## src/rtl/recording_channel_pkg.sv

```systemverilog
// -----------------------------------------------------------------------------
// recording_channel_pkg
// Shared definitions for the rangefinder recording channel: default widths,
// FIFO depth, the channel state encoding and the overwrite-on-full selection.
//
// Configuration macro: RECORDING_CHANNEL_OVERWRITE_EN
//   defined   -> a full FIFO keeps accepting samples and drops the oldest word
//   undefined -> a full FIFO ignores further samples (first DEPTH kept)
// -----------------------------------------------------------------------------
package recording_channel_pkg;

   localparam int RC_DATA_W = 8;
   localparam int RC_DEPTH  = 256;
   localparam int RC_CNT_W  = 9;
   localparam int RC_TS_W   = 13;
   localparam int RC_DLY_W  = 8;

`ifdef RECORDING_CHANNEL_OVERWRITE_EN
   localparam bit RC_OVERWRITE_EN = 1'b1;
`else
   localparam bit RC_OVERWRITE_EN = 1'b0;
`endif

   typedef enum logic [1:0] {
      IDLE      = 2'd0,
      RECORD    = 2'd1,
      STOP_WAIT = 2'd2,
      DONE      = 2'd3
   } rc_state_e;

endpackage

```

## src/rtl/rc_fifo.sv

```systemverilog
// -----------------------------------------------------------------------------
// rc_fifo
// Synchronous RAM FIFO with registered read data and optional overwrite of the
// oldest word when a write arrives while full.
//
// Ports:
//   clk    : clock, rising edge
//   reset  : asynchronous active-low reset; empties the FIFO, clears dout
//   flush  : synchronous empty (pointers and count); dout is kept
//   wr     : write din this cycle
//   rd     : pop one word into dout this cycle (ignored when empty)
//   din    : write data
//   dout   : registered read data, holds between accepted reads
//   usedw  : occupancy, 0..DEPTH
//   full   : usedw == DEPTH
//   empty  : usedw == 0
// -----------------------------------------------------------------------------
module rc_fifo #(
   parameter int DATA_W    = 8,
   parameter int DEPTH     = 256,
   parameter int CNT_W     = 9,
   parameter bit OVERWRITE = 1'b0
) (
   input  logic              clk,
   input  logic              reset,
   input  logic              flush,
   input  logic              wr,
   input  logic              rd,
   input  logic [DATA_W-1:0] din,
   output logic [DATA_W-1:0] dout,
   output logic [CNT_W-1:0]  usedw,
   output logic              full,
   output logic              empty
);

   localparam int ADDR_W = $clog2(DEPTH);

   logic [DATA_W-1:0] mem_r [DEPTH];
   logic [ADDR_W-1:0] wr_ptr_r;
   logic [ADDR_W-1:0] rd_ptr_r;
   logic [CNT_W-1:0]  usedw_r;
   logic [DATA_W-1:0] dout_r;

   logic              full_s;
   logic              empty_s;
   logic              wr_ok_s;
   logic              rd_ok_s;
   logic              drop_s;
   logic              inc_s;
   logic [CNT_W-1:0]  usedw_next_s;

   assign full_s  = (usedw_r == CNT_W'(DEPTH));
   assign empty_s = (usedw_r == {CNT_W{1'b0}});

   // Accept/drop decisions and the next occupancy value.
   always_comb begin
      wr_ok_s      = wr && (!full_s || OVERWRITE);
      rd_ok_s      = rd && !empty_s;
      // A write into a full FIFO with no pop in the same cycle evicts the oldest word.
      drop_s       = wr_ok_s && full_s && !rd_ok_s;
      inc_s        = wr_ok_s && !drop_s;
      usedw_next_s = usedw_r;
      case ({inc_s, rd_ok_s})
         2'b10:   usedw_next_s = usedw_r + CNT_W'(1);
         2'b01:   usedw_next_s = usedw_r - CNT_W'(1);
         default: usedw_next_s = usedw_r;
      endcase
   end

   // Sample storage; RAM contents are not reset.
   always_ff @(posedge clk) begin
      if (wr_ok_s && !flush) begin
         mem_r[wr_ptr_r] <= din;
      end
   end

   // Pointers, occupancy and registered read data.
   always_ff @(posedge clk or negedge reset) begin
      if (!reset) begin
         wr_ptr_r <= {ADDR_W{1'b0}};
         rd_ptr_r <= {ADDR_W{1'b0}};
         usedw_r  <= {CNT_W{1'b0}};
         dout_r   <= {DATA_W{1'b0}};
      end else if (flush) begin
         wr_ptr_r <= {ADDR_W{1'b0}};
         rd_ptr_r <= {ADDR_W{1'b0}};
         usedw_r  <= {CNT_W{1'b0}};
      end else begin
         if (wr_ok_s) begin
            wr_ptr_r <= wr_ptr_r + ADDR_W'(1);
         end
         if (rd_ok_s || drop_s) begin
            rd_ptr_r <= rd_ptr_r + ADDR_W'(1);
         end
         if (rd_ok_s) begin
            dout_r <= mem_r[rd_ptr_r];
         end
         usedw_r <= usedw_next_s;
      end
   end

   assign dout  = dout_r;
   assign usedw = usedw_r;
   assign full  = full_s;
   assign empty = empty_s;

endmodule

```

## src/rtl/recording_channel.sv

```systemverilog
// -----------------------------------------------------------------------------
// recording_channel
// Capture channel in the ADC clock domain. start_pulse arms recording of one
// sample per clock into rc_fifo; stop_pulse (echo) stamps abs_counter and ends
// recording stop_delay clocks later; stop_recording aborts. Once recording has
// ended the FIFO is drained one word per fifo_read_request.
//
// Configuration macro: RECORDING_CHANNEL_OVERWRITE_EN (see recording_channel_pkg)
//
// Ports:
//   clk                 : ADC-domain clock, rising edge
//   reset               : asynchronous active-low reset, also empties the FIFO
//   fifo_d              : sample to record
//   start_pulse         : arm/restart; flushes FIFO and clears result registers
//   stop_pulse          : echo detected, stamps timestamp
//   stop_recording      : forced stop without echo
//   stop_delay          : extra samples recorded after stop_pulse
//   abs_counter         : free-running timestamp source
//   fifo_read_request   : pop one word (IDLE/DONE only)
//   echo_pulse_detected : recording ended by stop_pulse
//   sample_length       : words stored when recording ended
//   fifo_usdw           : live FIFO occupancy
//   fifo_q              : registered read data
//   timestamp           : abs_counter captured on the stop_pulse cycle
// -----------------------------------------------------------------------------
module recording_channel
   import recording_channel_pkg::*;
#(
   parameter int DATA_W = RC_DATA_W,
   parameter int DEPTH  = RC_DEPTH,
   parameter int CNT_W  = RC_CNT_W,
   parameter int TS_W   = RC_TS_W,
   parameter int DLY_W  = RC_DLY_W
) (
   input  logic              clk,
   input  logic              reset,
   input  logic [DATA_W-1:0] fifo_d,
   input  logic              start_pulse,
   input  logic              stop_pulse,
   input  logic              stop_recording,
   input  logic [DLY_W-1:0]  stop_delay,
   input  logic [TS_W-1:0]   abs_counter,
   input  logic              fifo_read_request,
   output logic              echo_pulse_detected,
   output logic [CNT_W-1:0]  sample_length,
   output logic [CNT_W-1:0]  fifo_usdw,
   output logic [DATA_W-1:0] fifo_q,
   output logic [TS_W-1:0]   timestamp
);

   rc_state_e         state_r;
   logic [DLY_W-1:0]  dly_cnt_r;
   logic              echo_r;
   logic [CNT_W-1:0]  length_r;
   logic [TS_W-1:0]   ts_r;

   logic              wr_s;
   logic              rd_s;
   logic              full_s;
   logic              empty_s;
   logic [CNT_W-1:0]  usedw_s;
   logic [CNT_W-1:0]  len_after_wr_s;

   // FIFO control and the occupancy the FIFO will have after this cycle's write.
   always_comb begin
      wr_s = 1'b0;
      rd_s = 1'b0;
      case (state_r)
         RECORD:    wr_s = !start_pulse;
         STOP_WAIT: wr_s = !start_pulse && !stop_recording;
         IDLE,
         DONE:      rd_s = !start_pulse && fifo_read_request && !empty_s;
         default:   wr_s = 1'b0;
      endcase
      // A full FIFO stays at DEPTH whether the write overwrote or was dropped.
      if (full_s) begin
         len_after_wr_s = CNT_W'(DEPTH);
      end else begin
         len_after_wr_s = usedw_s + CNT_W'(1);
      end
   end

   // Channel FSM, stop-delay counter and result registers.
   always_ff @(posedge clk or negedge reset) begin
      if (!reset) begin
         state_r   <= IDLE;
         dly_cnt_r <= {DLY_W{1'b0}};
         echo_r    <= 1'b0;
         length_r  <= {CNT_W{1'b0}};
         ts_r      <= {TS_W{1'b0}};
      end else if (start_pulse) begin
         state_r   <= RECORD;
         dly_cnt_r <= {DLY_W{1'b0}};
         echo_r    <= 1'b0;
         length_r  <= {CNT_W{1'b0}};
         ts_r      <= {TS_W{1'b0}};
      end else begin
         case (state_r)
            IDLE: begin
               state_r <= IDLE;
            end
            RECORD: begin
               if (stop_pulse) begin
                  ts_r   <= abs_counter;
                  echo_r <= 1'b1;
                  if (stop_delay == {DLY_W{1'b0}}) begin
                     state_r  <= DONE;
                     length_r <= len_after_wr_s;
                  end else begin
                     dly_cnt_r <= stop_delay;
                     state_r   <= STOP_WAIT;
                  end
               end else if (stop_recording) begin
                  state_r  <= DONE;
                  echo_r   <= 1'b0;
                  ts_r     <= {TS_W{1'b0}};
                  length_r <= len_after_wr_s;
               end
            end
            STOP_WAIT: begin
               // Abort here skips the current sample, so length is the stored count.
               if (stop_recording) begin
                  state_r   <= DONE;
                  dly_cnt_r <= {DLY_W{1'b0}};
                  length_r  <= usedw_s;
               end else if (dly_cnt_r == DLY_W'(1)) begin
                  state_r   <= DONE;
                  dly_cnt_r <= {DLY_W{1'b0}};
                  length_r  <= len_after_wr_s;
               end else begin
                  dly_cnt_r <= dly_cnt_r - DLY_W'(1);
               end
            end
            DONE: begin
               state_r <= DONE;
            end
            default: begin
               state_r <= IDLE;
            end
         endcase
      end
   end

   rc_fifo #(
      .DATA_W    (DATA_W),
      .DEPTH     (DEPTH),
      .CNT_W     (CNT_W),
      .OVERWRITE (RC_OVERWRITE_EN)
   ) u_fifo (
      .clk   (clk),
      .reset (reset),
      .flush (start_pulse),
      .wr    (wr_s),
      .rd    (rd_s),
      .din   (fifo_d),
      .dout  (fifo_q),
      .usedw (usedw_s),
      .full  (full_s),
      .empty (empty_s)
   );

   assign fifo_usdw           = usedw_s;
   assign echo_pulse_detected = echo_r;
   assign sample_length       = length_r;
   assign timestamp           = ts_r;

endmodule

```

## config.mk

```make
export PLATFORM = sky130hd
export DESIGN_NAME = recording_channel
export DESIGN_NICKNAME = d
export VERILOG_FILES = /design/src/rtl/recording_channel_pkg.sv /design/src/rtl/rc_fifo.sv /design/src/rtl/recording_channel.sv
export SDC_FILE = /design/constraint.sdc
export NUM_CORES = 2
export LEC_CHECK = 0
export CAP_MARGIN = 0
export CORE_ASPECT_RATIO = 1.25
export CORE_MARGIN = 3
export CORE_UTILIZATION = 55
export CTS_CLUSTER_SIZE = 10
export DETAILED_ROUTE_END_ITERATION = 10
export PLACE_DENSITY = 0.71
export SKIP_CTS_REPAIR_TIMING = 1
export SYNTH_ARGS = -nofsm -noshare
export SYNTH_HDL_FRONTEND = slang
export SYNTH_SLANG_ARGS = --single-unit
```

## constraint.sdc

```tcl
create_clock -name clk -period 6 [get_ports clk]
set_input_delay 0.9 -clock clk [delete_from_list [all_inputs] [get_ports clk]]
set_output_delay 0.9 -clock clk [all_outputs]
set_load 0.01 [all_outputs]
```

==> summary.md <==
| Metric | Value |
|---|---|
| Longest Clk Path Bufs | `3` |
| Max IR drop VDD | `0.000280 V` |
| Crit path cell chain | `buf_12, buf_12, mux4_2, o21ai_0, nand4_1, nor2_1, o22ai_1, o32a_1` |
| Syn avg cell area | `slightly below 20 um2` |
| Worst r2r path cells | `8` |
| Post-synth EDFFs | `just over 2000` |
| RSZ-0062 raised after global routing | `false` |
| FF+latch count, synth | `~2100` |
| Area delta synth->final | `11.2%` |
| Placed Cells | `6113` |
| Top Family by Delay on Critical Path | `flip-flops` |
| DRC viols | `0` |
| Synth warn | `0` |
| Vias in the first global route | `42700` |
| Final Critical Period | `4.36 ns` |
| Post-Layout Cell Count | `6434` |
| Worst Setup End Kind | `flip-flop` |
| Fin util | `0.617` |
| Clock Latency Late Sink | `roughly 0.84 ns` |
| TritonCTS clock tree | `done` |
| Worst-path maximum fanout | `a little over 50` |
| Row count | `approximately 160` |
| Routed vias/inst | `around 6.6` |
| P_int | `between 20000 and 30000 uW` |
| # setup viols final | `0` |
| Pwr dens | `about 360 nW/um2` |
| Die height | `between 400 and 500 um` |
| Status | `complete, no violations` |
| HPWL after detailed placement | `~120 mm` |
| Initial antenna violation count | `4` |
| Final Net Count | `4392` |
| Sw power | `approximately 8000 uW` |
| Lkg Pwr | `0.0274 uW` |
| Crit-path slowest cell | `dfrtp_4` |
| Critical path's most frequent cell | `buf_12` |
| Sequential element share of the synthesized area | `0.766` |
| Post-DP Area | `about 85000 um2` |
| Max Cap Viol | `0` |
| Worst-path clk slew | `approximately 0.060 ns` |
| Die area | `155000 um2` |
| Crit path buf inv count | `2` |
| Die width | `352 um` |
| Iteration count of the initial detailed-routing pass | `6` |
| Routed len/inst | `31.7 um` |
| Detailed-route wire length | `~200 mm` |
| Switching Share | `0.242` |
| Core ar. | `149000 um2` |
| Routability cong. | `a little under 0.9` |
| Worst hold path type | `in2async` |
| Starting Density | `0.555` |
| Post-Syn Instances | `~4200` |
| Routed Antenna Nets | `0` |
| Syn nets | `between 4000 and 5000` |
| Share of layout cells above drive strength 1 | `0.167` |
| Clock tree sinks | `roughly 2100` |
| Design Area, Final | `slightly above 90000 um2` |
| H-tree depth | `4` |
| Final Max Slew Viols | `0` |
| Clock Power Share | `0.368` |
| Tightest Pin Transition | `1.32 ns` |
| Setup TNS Final | `0 ns` |
| Root buf cell | `clkbuf_16` |
| Largest net degree at the start of global routing | `between 150 and 200` |
| Slowest stage delay, CP | `1.12 ns` |
| Reg-to-reg startpoint | `u_fifo.rd_ptr_r[1]` |
| DRT iter0 DRCs | `around 5200` |
| Global-route wire length before repair | `298 mm` |
| Total global routing overflow | `0` |
| Most used DFF post-synth | `edfxtp_1` |
| Yosys cell types | `65` |
| Logic pwr share | `0.135` |
| WP data required | `around 6.7 ns` |
| CP Launch Type | `flip-flop` |
| Async set-reset flop share out of synthesis | `0.0312` |
| Vias after detailed routing | `42100` |
| Port Buf Inserts | `74` |
| Final period utilization | `0.726` |
| Share of total power in sequential cells | `0.498` |
| I/O pins | `75` |
| Crit path kind | `reg2reg` |
| Worst reg2reg setup slack | `1.64 ns` |
| Critical Path AT | `between 5 and 6 ns` |
| Slew headroom | `0.117` |
| R2r endpoint | `u_fifo.dout[5]` |
| Post-synth design cell area | `roughly 82000 um2` |
| GRT Total Usage | `0.265` |
| Fin. Hold Viols | `0` |
| TritonCTS buffer count | `between 200 and 250` |
| Clk_skew | `approximately 0.037 ns` |
| FMAX | `approximately 230 MHz` |
[stage by stage]
stage | setup slack, ns | hold WS (ns) | total power, uW
2_1_floorplan | 2.90 | 0.472 | 19800
3_3_place_gp | 1.20 | 0.465 | 21300
3_5_place_dp | 1.23 | 0.470 | 21300
4_1_cts | 1.73 | 0.197 | 33400
5_1_grt | 1.51 | 0.240 | 34200
6_report | 1.64 | 0.214 | 33200
[power by group through the flow]
stage          clock network, uW  registers, uW  logic (uW)
3_5_place_dp                   0          16800        4490
6_report                   12200          16500        4470
5_1_grt                    13000          16500        4720
3_3_place_gp                   0          16800        4460
2_1_floorplan                  0          16700        3050
4_1_cts                    12400          16500        4510
[placed cells by master, fill, tap and decap left out, types with 61 or more instances in the layout]
| cell type | n |
|---|---|
| edfxtp_1 | 2048 |
| mux4_2 | 372 |
| nor2_1 | 336 |
| mux2i_1 | 294 |
| clkbuf_16 | 232 |
| o21ai_0 | 114 |
| a221oi_1 | 111 |
| nand2_1 | 107 |
| a22oi_1 | 86 |
| clkbuf_1 | 72 |
| clkdlybuf4s50_1 | 64 |
| dfrtp_1 | 62 |
| buf_4 | 61 |
[per-layer routing]
metal / part of all wire / up-vias / GRT usage
li1: - / 17500 / -
met1: 0.37 / 22000 / 0.343
met2: 0.50 / 2218 / 0.441
met3: 0.079 / 425 / 0.0465
met4: 0.050 / 4 / 0.128
met5: 0.000078 / - / 0
[logic make-up (layout without fill, tap and decap cells)]
| kind of cell | count (synthesis) | in the layout | synth area share |
|---|---|---|---|
| muxes | 667 | 667 | 0.137 |
| buffers and inverters | 273 | 481 | 0.0154 |
| DFF | 2114 | 2114 | 0.766 |
| other | 0 | 4 | 0 |
| and+or+nand+nor | 641 | 641 | 0.0347 |
| xor gates and xnor gates | 23 | 23 | 0.00244 |
| AOI/OAI and AO/OA | 491 | 491 | 0.0423 |
| adders and majority gates | 13 | 13 | 0.00197 |
[how the worst max path moves through the flow]
stage / endpoint / startpoint / cells after the start
finish: u_fifo.dout[5] / u_fifo.rd_ptr_r[1] / 8
global route: u_fifo.mem_r[200][6] / u_fifo.wr_ptr_r[4] / 4
CTS: u_fifo.mem_r[102][4] / state_r[0] / 10
detailed placement: u_fifo.mem_r[102][0] / stop_recording / 9
global placement: u_fifo.mem_r[102][0] / stop_recording / 9
floorplan: u_fifo.mem_r[190][0] / stop_recording / 7
[synthesized netlist by cell type, types with 24 or more instances]
library cell	number	area [um2]
o21ai_0	114	571
nor2_1	339	1270
nand4_1	47	294
a22o_1	24	210
buf_2	98	490
edfxtp_1	2048	61500
dfrtp_1	66	1650
mux4_2	372	8380
a21oi_1	28	140
nand2_1	110	413
nand3_1	26	130
clkbuf_1	126	473
o22ai_1	47	294
nor3_1	30	150
a22oi_1	86	646
a221oi_1	111	972
mux2i_1	294	2940
[registers in the layout, summed over array words and instances (netlist names)]
signal               flops
state_r                  2
dly_cnt_r                8
u_fifo.mem_r          2048
u_fifo.rd_ptr_r          8
echo_pulse_detected      1
u_fifo.dout              8
timestamp               13
u_fifo.usedw             9
u_fifo.wr_ptr_r          8
sample_length            9
[cell type report]
cell class,instances,area (um2)
multi-input combinational,1835,18100
antenna,4,10.0
clock buffer,304,6080
tap,2000,2500
timing repair buffer,154,1620
inverter,10,37.5
fill,10300,56900
sequential,2114,63200
clock inverter,13,213
Power figures use the tool's default switching activity.
